`src/rtl/jump_trajectory.sv`:
```
// Fixed-point ballistic jump generator: integrates height and distance once per
// physics tick from a latched launch speed, then holds the landing distance until released.
module jump_trajectory #(
  parameter int TICK_DIV = 200000,
  parameter int H_SHIFT  = 5,
  parameter int D_SHIFT  = 7
) (
  input  logic        clk_jump,
  input  logic        rst_jump,
  input  logic        i_jump_en,
  input  logic [10:0] i_jump_v_init,
  output logic [10:0] o_jump_dist,
  output logic [8:0]  o_jump_height,
  output logic        o_jump_done,
  output logic        o_busy
);

  localparam int CNT_W = (TICK_DIV > 1) ? $clog2(TICK_DIV) : 1;

  typedef enum logic [1:0] {
    S_IDLE,
    S_FLY,
    S_DONE
  } state_t;

  state_t             state, state_nxt;
  logic [6:0]         v, v_nxt;
  logic signed [8:0]  vy, vy_nxt;
  logic [13:0]        h_acc, h_acc_nxt;
  logic [14:0]        d_acc, d_acc_nxt;
  logic [CNT_W-1:0]   tick_cnt, tick_cnt_nxt;
  logic [7:0]         n, n_nxt;
  logic [10:0]        dist_nxt;
  logic [8:0]         height_nxt;
  logic               done_nxt, busy_nxt;

  logic               tick;
  logic [6:0]         v_sat;
  logic [14:0]        h_sum;
  logic [13:0]        h_new;
  logic [14:0]        d_new;
  logic [7:0]         n_new;
  logic               last_tick;

  // Launch speeds above the physical range clamp to the maximum rather than wrap.
  assign v_sat     = (i_jump_v_init > 11'd127) ? 7'd127 : i_jump_v_init[6:0];
  assign tick      = (state == S_FLY) && (tick_cnt == CNT_W'(TICK_DIV - 1));
  // vy reaches -128 at worst; sign-extending into a modular sum keeps h_acc exact.
  assign h_sum     = {1'b0, h_acc} + {{6{vy[8]}}, vy};
  assign h_new     = h_sum[13:0];
  assign d_new     = d_acc + {8'd0, v};
  assign n_new     = n + 8'd1;
  assign last_tick = (n_new == {v, 1'b1});

  always_comb begin
    // NOTE: every signal gets a hold/default value first so no path infers a latch.
    state_nxt    = state;
    v_nxt        = v;
    vy_nxt       = vy;
    h_acc_nxt    = h_acc;
    d_acc_nxt    = d_acc;
    tick_cnt_nxt = tick_cnt;
    n_nxt        = n;
    dist_nxt     = o_jump_dist;
    height_nxt   = o_jump_height;
    done_nxt     = o_jump_done;
    busy_nxt     = o_busy;

    unique case (state)
      S_IDLE: begin
        if (i_jump_en) begin
          state_nxt    = S_FLY;
          v_nxt        = v_sat;
          vy_nxt       = $signed({2'b00, v_sat});
          h_acc_nxt    = '0;
          d_acc_nxt    = '0;
          tick_cnt_nxt = '0;
          n_nxt        = '0;
          busy_nxt     = 1'b1;
        end
      end

      S_FLY: begin
        if (!i_jump_en) begin
          // Abort: drop everything without ever signalling a landing.
          state_nxt  = S_IDLE;
          dist_nxt   = '0;
          height_nxt = '0;
          done_nxt   = 1'b0;
          busy_nxt   = 1'b0;
        end else if (tick) begin
          tick_cnt_nxt = '0;
          h_acc_nxt    = h_new;
          vy_nxt       = vy - 9'sd1;
          d_acc_nxt    = d_new;
          n_nxt        = n_new;
          height_nxt   = 9'(h_new >> H_SHIFT);
          dist_nxt     = 11'(d_new >> D_SHIFT);
          if (last_tick) begin
            state_nxt = S_DONE;
            done_nxt  = 1'b1;
            busy_nxt  = 1'b0;
          end
        end else begin
          tick_cnt_nxt = tick_cnt + CNT_W'(1);
        end
      end

      S_DONE: begin
        if (!i_jump_en) begin
          state_nxt  = S_IDLE;
          dist_nxt   = '0;
          height_nxt = '0;
          done_nxt   = 1'b0;
        end
      end

      default: begin
        state_nxt  = S_IDLE;
        dist_nxt   = '0;
        height_nxt = '0;
        done_nxt   = 1'b0;
        busy_nxt   = 1'b0;
      end
    endcase
  end

  // NOTE: sequential state uses non-blocking assignments so all registers update together.
  always_ff @(posedge clk_jump or posedge rst_jump) begin
    if (rst_jump) state <= S_IDLE;
    else          state <= state_nxt;
  end

  always_ff @(posedge clk_jump or posedge rst_jump) begin
    if (rst_jump) begin
      v             <= '0;
      vy            <= '0;
      h_acc         <= '0;
      d_acc         <= '0;
      tick_cnt      <= '0;
      n             <= '0;
      o_jump_dist   <= '0;
      o_jump_height <= '0;
      o_jump_done   <= 1'b0;
      o_busy        <= 1'b0;
    end else begin
      v             <= v_nxt;
      vy            <= vy_nxt;
      h_acc         <= h_acc_nxt;
      d_acc         <= d_acc_nxt;
      tick_cnt      <= tick_cnt_nxt;
      n             <= n_nxt;
      o_jump_dist   <= dist_nxt;
      o_jump_height <= height_nxt;
      o_jump_done   <= done_nxt;
      o_busy        <= busy_nxt;
    end
  end

endmodule

```
`config.mk`:
```
export PLATFORM = sky130hd
export DESIGN_NAME = jump_trajectory
export DESIGN_NICKNAME = d
export VERILOG_FILES = /design/src/rtl/jump_trajectory.sv
export SDC_FILE = /design/constraint.sdc
export NUM_CORES = 1
export LEC_CHECK = 0
export BUFFER_PORTS_ARGS = -buffer_cell sky130_fd_sc_hd__buf_2
export CAP_MARGIN = 30
export CELL_PAD_IN_SITES_DETAIL_PLACEMENT = 0
export CELL_PAD_IN_SITES_GLOBAL_PLACEMENT = 2
export CORE_MARGIN = 2
export CORE_UTILIZATION = 29
export CTS_CLUSTER_DIAMETER = 80
export DETAILED_ROUTE_END_ITERATION = 10
export GPL_TIMING_DRIVEN = 0
export MAX_ROUTING_LAYER = met4
export PLACE_DENSITY = 0.69
export SLEW_MARGIN = 25
export SYNTH_ARGS = -nofsm -noshare
export SYNTH_HDL_FRONTEND = slang
export SYNTH_SLANG_ARGS = --single-unit
```
`constraint.sdc`:
```
create_clock -name clk_jump -period 3.1 [get_ports clk_jump]
set_input_delay 0.62 -clock clk_jump [delete_from_list [all_inputs] [get_ports clk_jump]]
set_output_delay 0.62 -clock clk_jump [all_outputs]
set_load 0.02 [all_outputs]
```
=== Yosys cells after proc, flatten, opt, wreduce, memory -nomap -nowiden ===
Cells that the tools add are included.

* Bits in registers: 95
* Input port bits: 14
* Output and inout port bits: 22
* Logic and storage cells: 84

* Add/subtract/negate cells: 5
* Order comparisons: 1
* Equality and inequality tests: 10
* Multiplexer cells: 45
* Bitwise gates (word level): 2
* Reduce and logical (&&, ||, !) cells: 10

{| class="wikitable"
|+ Operators by type and width
! kind !! number
|-
| two-way mux 18 bit || 3
|-
| two-way mux 9 bit || 6
|-
| two-way mux 15 bit || 3
|-
| two-way mux 14 bit || 3
|-
| case mux 18 bit (2 select lines) || 1
|-
| two-way mux 11 bit || 3
|-
| case mux 11 bit (3 select lines) || 1
|-
| case mux 15 bit (2 select lines) || 1
|-
| case mux 14 bit (2 select lines) || 1
|-
| case mux 9 bit (3 select lines) || 1
|-
| two-way mux 8 bit || 3
|-
| adder 18 x 1 -> 18 bit (second input constant) || 1
|-
| equality test 18 bit (second input constant) || 1
|-
| case mux 9 bit (2 select lines) || 1
|-
| case mux 8 bit (2 select lines) || 1
|-
| AND reduction 4 bit || 4
|-
| adder 15 x 7 -> 15 bit || 1
|-
| adder 14 bit || 1
|-
| > comparator 11 x 7 -> 1 bit (second input constant) || 1
|-
| two-way mux 2 bit || 5
|-
| subtractor 9 x 2 -> 9 bit (second input constant) || 1
|-
| adder 8 x 1 -> 8 bit (second input constant) || 1
|-
| equality test 8 bit || 1
|-
| two-way mux 1 bit || 8
|-
| other kinds (13) || 20
|}

=== Logic depth before layout (Yosys ltp) ===
Gate-level depths: netlist of the first run.

* Depth in word-level cells: 6
* Depth in mapped cells: 9
* Depth with buffers taken out: 9

=== Least setup slack after synthesis of the first run ===
Ideal clock, no wire load.

* Path kind: reg2reg
* From: register vy[0]
* To: register h_acc[12]
* Library setup time: 0.133 ns
* Arrival: 1.923 ns
* Required time: 2.967 ns
* Path slack: 1.044 ns
* Stages on the path, launching flop included: 10
* Buffers on the path: 0
* Clock period less this slack: 2.056 ns
* Path through: dfrtp_1 -> ha_1 -> inv_1 -> fa_1 -> nand2b_1 -> a211oi_1 -> o311ai_0 -> a21oi_1 -> xnor2_1 -> o21ai_0

* Word-level cells in the longest chain between the ends: 4

{| class="wikitable"
|+ RTL lines
! item !! line !! text
|-
| start: declaration || 28 || <nowiki>logic signed [8:0] vy, vy_nxt;</nowiki>
|-
| start signal: assignment || 148 || <nowiki>vy <= vy_nxt;</nowiki>
|-
| adder 14 bit || 49 || <nowiki>assign h_sum = {1'b0, h_acc} + {{6{vy[8]}}, vy};</nowiki>
|-
| two-way mux 14 bit || 91 || <nowiki>end else if (tick) begin</nowiki>
|-
| two-way mux 14 bit || 84 || <nowiki>if (!i_jump_en) begin</nowiki>
|-
| case mux 14 bit (2 select lines) || 69 || <nowiki>unique case (state)</nowiki>
|-
| end signal: assignment || 149 || <nowiki>h_acc <= h_acc_nxt;</nowiki>
|-
| end: declaration || 29 || <nowiki>logic [13:0] h_acc, h_acc_nxt;</nowiki>
|}

No other way between the ends. The select of a mux whose other input is x is not followed.
A chain may end at the register's enable or synchronous reset.

=== Worst setup path in the final report of the first run ===
* From: register n[0]
* To: register o_busy

* Word-level cells in the longest chain between the ends: 4

{| class="wikitable"
|+ RTL lines
! item !! line !! text
|-
| start: declaration || 32 || <nowiki>logic [7:0] n, n_nxt;</nowiki>
|-
| start signal: assignment || 152 || <nowiki>n <= n_nxt;</nowiki>
|-
| adder 8 x 1 -> 8 bit || 52 || <nowiki>assign n_new = n + 8'd1;</nowiki>
|-
| equality test 8 bit || 53 || <nowiki>assign last_tick = (n_new == {v, 1'b1});</nowiki>
|-
| != test 3 bit (no line) || -- ||
|-
| AND reduction 4 bit (no line) || -- ||
|-
| end signal: assignment || 156 || <nowiki>o_busy <= busy_nxt;</nowiki>
|-
| end: declaration || 15 || <nowiki>output logic o_busy</nowiki>
|}

No other way between the ends.

==> flow_summary.ini, run 1 <==
[logic_synthesis]
synth_ff_type = dfrtp_1
synth_top_family_by_area = simple AND/OR/NAND/NOR gates
async_flop_share_pct = 100
synth_cell_types = 57
synth-seq-cells = 92
synth-edff-count = 0
synthCells = 588
syn-cell-area_um2 = 5240
ys_seq_area_share_pct = 43.9
syn_area_per_cell_um2 = 8.91
yosys.area_share.simple_pct = 21.1
synth_xor_area_share_pct = 6.95
yosys_warnings = 0
synthMuxAreaShare_pct = 0.573
synth-adder-area-share_pct = 6.26
synth-compound-area-share_pct = 18.2

[timing]
fin_skew_ns = 0.00882
worst_slew_pin_slew_ns = 0.961
max_slew_margin_pct = 35.4
setup_ws_ns = 0.192
rsz0062_at_grt = false
post-route-period-util_pct = 93.8
drv_slew = 0
fin_crit_ns = 2.91
max_freq_ghz = 0.344
whs_ns = 0.297
hold_viol = 0
setup_viol_count_final = 0

[detailed_routing]
wl_per_cell_um = 16.0
dr.first_iter.drc_count = 204
final_antenna_net_count = 0
via_count = 4355
route.met3.wl_um = 429
totalWireLength_um = 13900
wl_met1_um = 7120
firstDrtPassIters = 4
drc = 0
wl_met2_um = 6120
top_layer = met4
via_per_inst = 5.02

[global_routing]
grt_pass1_vias = 4180
antenna_found_initial = 0
grt_use_total_pct = 15.2
grt_max_degree = 48
gr-total-overflow = 0
grt_first_pass_wirelength_um = 22700

[finish]
multi_input_area_um2 = 2790
layout-drive-gt1-share_pct = 10.3
nets = 673
final_core_util_pct = 33.8
regArea_um2 = 2300
num-fill-cells = 1878
design_area_um2 = 6040
antenna_cells = 0
syn2layout_area_growth_pct = 15.2

[power]
peakVddDrop_mv = 0.316
p_per_area_nw_per_um2 = 470
p_leak_nw = 2.78

[worst_setup_path]
crit_type = register to register
reg2reg_depth = 7
worstPathMaxFanout = 6
crit_path_end_kind = register
r2r_start = n[0]$_DFFE_PP0P_
r2r_slack_ns = 0.19
max_stage_delay_ns = 0.85
worstPathRequired_ns = 3.32
reg2reg_to = o_busy$_DFFE_PP0P_
crit_path_end = o_busy$_DFFE_PP0P_
cp-startpoint = n[0]$_DFFE_PP0P_
crit_path_cell_trace = ha_1, xor2_1, nor3_1, o221ai_1, nor4_1, nor4b_2, o21ai_0
cp-start-kind = register
critPathSlowestCell = nor4_1
critPathArrivalTime_ns = 3.13

[placed_design]
placed_cell_area_um2 = 5730
gp_congestion = 0.822
dp_hpwl_um = 10100
dp_slack_ns = 0.165
io_buffer_count = 32

[cts]
cts_tree = built
ctsHoldBuffers = 0
cts_root_buffer = clkbuf_16
insertion_delay_ns = 0.36
clock_path_buffers = 2
clock_sinks = 92
htree_levels = 3
post_cts_buffers = 0
cts_inserted_buffers = 9
path_clk_slew_ns = 0.07
cts_resized = 0

[run_status]
status = complete, no violations

[die]
io_pins = 36
die_x_um = 138
die-height_um = 138
coreArea_um2 = 17800
die_area_um2 = 19200
num_rows = 49
initial_core_util_pct = 29.4

[flow_run]
maxCapViolations = 0

[min_path]
hold_path_class = input pin to async pin
## synth_stat cells (6+ instances only)
library cell | count | area (um2)
dfrtp_1 | 92 | 2300
o31ai_1 | 8 | 60.1
clkbuf_1 | 17 | 63.8
o21a_1 | 6 | 45.0
o21ai_0 | 67 | 335
nand4_1 | 9 | 56.3
a21o_1 | 11 | 82.6
nor2b_1 | 8 | 50.1
and3_1 | 6 | 37.5
nor3_1 | 11 | 55.1
ha_1 | 23 | 288
inv_1 | 13 | 48.8
nor2_1 | 53 | 199
nand3_1 | 21 | 105
xor2_1 | 19 | 166
a21oi_1 | 28 | 140
xnor2_1 | 20 | 175
nand2_1 | 92 | 345
## worst max-delay path, delay by kind of cell (launching register included)
| family | cells | cell delay [ns] |
|---|---|---|
| AND/OR/NAND/NOR | 3 | 1.51 |
| flip-flops | 1 | 0.43 |
| adder cells (fa/ha/maj) | 1 | 0.34 |
| AO/OA/AOI/OAI | 2 | 0.33 |
| XOR/XNOR | 1 | 0.17 |
## cells in the final DEF (no fill, tap or decap), types with 4 or more instances in the layout
cell and n:
nand2b_1 5, xnor2_1 20, xor2_1 19, o21a_1 6, ha_1 23, nand4_1 9, a31oi_1 4, nor2_1 53
nand2_1 92, a21oi_1 28, o21ai_0 67, a211oi_1 5, o31ai_1 8, dfrtp_1 92, buf_2 36, inv_1 12
nor2b_1 8, and2_1 4, clkbuf_16 9, o211ai_1 5, nor4_1 4, a21o_1 11, and3_1 6, nand3_1 21
o22ai_1 4, nor3_1 11, clkbuf_1 17, and4_1 4
## flip-flops by register name, indices dropped and copies added (netlist names)
signal	count
tick_cnt	18
d_acc	15
h_acc	14
o_jump_height	9
vy	9
n	8
o_jump_dist	8
v	7
state	2
o_busy	1
o_jump_done	1
## per-layer routing
layer / vias to the layer above / track usage (%)
li1: 2168 / -
met1: 2105 / 21.2
met2: 68 / 22.9
met3: 14 / 2.39
met4: 0 / 4.83
met5: - / -
## worst min path at each step
stage          slack [ns]                            to  cells after the start
6_report             0.30          d_acc[5]$_DFFE_PP0P_                      2
5_1_grt              0.34              v[3]$_DFFE_PP0P_                      2
4_1_cts              0.32          d_acc[5]$_DFFE_PP0P_                      2
3_5_place_dp         0.46          d_acc[3]$_DFFE_PP0P_                      2
3_3_place_gp         0.46  o_jump_height[0]$_DFFE_PP0P_                      2
2_1_floorplan        0.44          d_acc[3]$_DFFE_PP0P_                      2
## report_power, final
group          leakage (nW)  switching, mW  total, mW  internal [mW]
Sequential             1.24         0.0603       1.31           1.25
Combinational          1.39          0.217      0.346          0.129
Clock                 0.156          0.508       1.18          0.673
## cell type report
cell class	instances	area share, %
buffer	24	1.76
clock inverter	5	0.954
timing repair buffer	33	3.11
clock buffer	11	4.19
multi-input combinational	461	46.2
inverter	13	0.891
tap	229	4.75
sequential	92	38.1
## logic make-up (layout without fill, tap and decap cells)
| group | after synthesis | in the layout |
|---|---|---|
| xor gates and xnor gates | 40 | 40 |
| adders and majority gates | 25 | 25 |
| other | 1 | 3 |
| and+or+nand+nor | 233 | 233 |
| muxes | 3 | 3 |
| DFF | 92 | 92 |
| AOI/OAI and AO/OA | 157 | 157 |
| buffers and inverters | 37 | 86 |
## through the flow
stage	TNS (ns)	instances	total power, mW
3_5_place_dp	0	852	1.68
2_1_floorplan	0	590	1.57
3_3_place_gp	-126.66	851	1.67
5_1_grt	0	868	2.96
4_1_cts	0	868	2.87
6_report	0	868	2.83
Note: power is estimated with default switching activity, not from simulation.
==> inputs of run 2 (changes only) <==
--- a/config.mk
+++ b/config.mk
@@ -10,12 +10,12 @@
 export CELL_PAD_IN_SITES_DETAIL_PLACEMENT = 0
 export CELL_PAD_IN_SITES_GLOBAL_PLACEMENT = 2
 export CORE_MARGIN = 2
-export CORE_UTILIZATION = 29
+export CORE_UTILIZATION = 34
 export CTS_CLUSTER_DIAMETER = 80
 export DETAILED_ROUTE_END_ITERATION = 10
 export GPL_TIMING_DRIVEN = 0
 export MAX_ROUTING_LAYER = met4
-export PLACE_DENSITY = 0.69
+export PLACE_DENSITY = 0.79
 export SLEW_MARGIN = 25
 export SYNTH_ARGS = -nofsm -noshare
 export SYNTH_HDL_FRONTEND = slang
==> flow_summary.ini, run 2 (same netlist as run 1, synthesis figures left out) <==
[detailed_routing]
via_count = 4352
totalWireLength_um = 13300
drc = 0
dr.first_iter.drc_count = 305
final_antenna_net_count = 0
firstDrtPassIters = 4
via_per_inst = 5.26
wl_per_cell_um = 16.1

[timing]
fin_skew_ns = 0.00865
max_slew_margin_pct = 50.2
drv_slew = 0
rsz0062_at_grt = false
post-route-period-util_pct = 86.5
worst_slew_pin_slew_ns = 0.740
max_freq_ghz = 0.373
hold_viol = 0
fin_crit_ns = 2.68
whs_ns = 0.242
setup_viol_count_final = 0

[worst_setup_path]
r2r_start = n[0]$_DFFE_PP0P_
crit_type = register to register
worstPathMaxFanout = 6
critPathArrivalTime_ns = 2.91
r2r_slack_ns = 0.42
crit_path_end_kind = register
worstPathRequired_ns = 3.32
cp-start-kind = register
reg2reg_to = o_busy$_DFFE_PP0P_
reg2reg_depth = 7

[die]
initial_core_util_pct = 34.6
num_rows = 45
coreArea_um2 = 15100
io_pins = 36
die-height_um = 128
die_area_um2 = 16400
die_x_um = 128

[placed_design]
gp_congestion = 0.831
dp_hpwl_um = 9560
io_buffer_count = 32
dp.cells = 811

[finish]
syn2layout_area_growth_pct = 13.5
layout_common_cells = 92 x nand2_1, 92 x dfrtp_1, 67 x o21ai_0, 53 x nor2_1, 36 x buf_2
reg_top3 = tick_cnt (18), d_acc (15), h_acc (14)
layout-drive-gt1-share_pct = 10.0
regMostFlops = tick_cnt
num-fill-cells = 1550
instances_no_fill = 827
antenna_cells = 0
largest_reg_flops = 18
nets = 673

[global_routing]
grt_pass1_vias = 4232
grt_max_degree = 62
grt_use_total_pct = 18.2
gr-total-overflow = 0
grt_first_pass_wirelength_um = 22400
antenna_found_initial = 0

[power]
swShare_pct = 28.2
p_leak_nw = 2.75
p_per_area_nw_per_um2 = 454
p_switching_mw = 0.761
combPwrFrac_pct = 12.8
peakVddDrop_mv = 0.267
p_int_mw = 1.94
pwr-share-clk_pct = 38.7
seqPwrFrac_pct = 48.4

[cts]
clock_path_buffers = 2
clock_sinks = 92
path_clk_slew_ns = 0.07
insertion_delay_ns = 0.36
post_cts_buffers = 0
cts_inserted_buffers = 9
cts_resized = 0
ctsHoldBuffers = 0
htree_levels = 3
cts_tree = built
cts_root_buffer = clkbuf_16

[flow_run]
maxCapViolations = 0

[min_path]
hold_path_class = input pin to async pin

[run_status]
status = complete, no violations
[run 2: cell types whose count changed in the layout (fill, tap and decap cells not counted)]
cell,before,now
clkinvlp_4,0,2
inv_6,3,1
bufinv_16,1,0
clkbuf_8,2,1
clkbuf_1,17,19
[run 2: area by class of cell]
| type | count | area (um2) | share of cell area, % |
|---|---|---|---|
| multi-input combinational | 461 | 2790 | 46.9 |
| sequential | 92 | 2300 | 38.7 |
| clock buffer | 12 | 246 | 4.15 |
| tap | 188 | 235 | 3.96 |
| timing repair buffer | 33 | 188 | 3.16 |
| buffer | 24 | 106 | 1.79 |
| inverter | 13 | 53.8 | 0.905 |
| clock inverter | 4 | 25.0 | 0.421 |
[run 2: routing by layer]
layer / share of wire (%) / wire [um] / track usage, %
met5: 0 / 0 / -
met4: 1.7 / 225 / 7.05
met3: 2.7 / 357 / 2.96
met2: 43 / 5690 / 25.5
met1: 53 / 7070 / 26.4
[run 2: power groups by stage]
stage	Sequential, mW	Clock, mW	Combinational, mW
finish	1.31	1.05	0.347
CTS	1.31	1.08	0.349
global placement	1.33	0	0.337
floorplan	1.31	0	0.261
detailed placement	1.33	0	0.347
global route	1.31	1.13	0.405
[run 2: worst max-delay path by stage]
stage	from	end
after floorplan	rst_jump	d_acc[0]$_DFFE_PP0P_
after global placement	rst_jump	o_jump_height[5]$_DFFE_PP0P_
after detailed placement	n[0]$_DFFE_PP0P_	o_busy$_DFFE_PP0P_
after CTS	n[0]$_DFFE_PP0P_	o_busy$_DFFE_PP0P_
after global routing	n[0]$_DFFE_PP0P_	o_busy$_DFFE_PP0P_
final	n[0]$_DFFE_PP0P_	o_busy$_DFFE_PP0P_
[run 2: worst max-delay path, cell delays in order, from the launching register on]
cell and delay, ns:
dfrtp_1 0.43, ha_1 0.34, xor2_1 0.17, nor3_1 0.17, o221ai_1 0.15, nor4_1 0.69
nor4b_2 0.43, o21ai_0 0.17
[run 2: stage by stage]
stage          setup slack (ns)  setup TNS, ns  area (um2)  power (mW)  util, %
3_5_place_dp              0.353              0        5670        1.68     37.5
4_1_cts                   0.321              0        5950        2.73     39.3
2_1_floorplan            0.0880              0        5250        1.57        -
6_report                  0.418              0        5950        2.70     39.3
5_1_grt                   0.154              0        5950        2.85     39.3
3_3_place_gp              -1.33        -121.25        5640        1.66     37.2
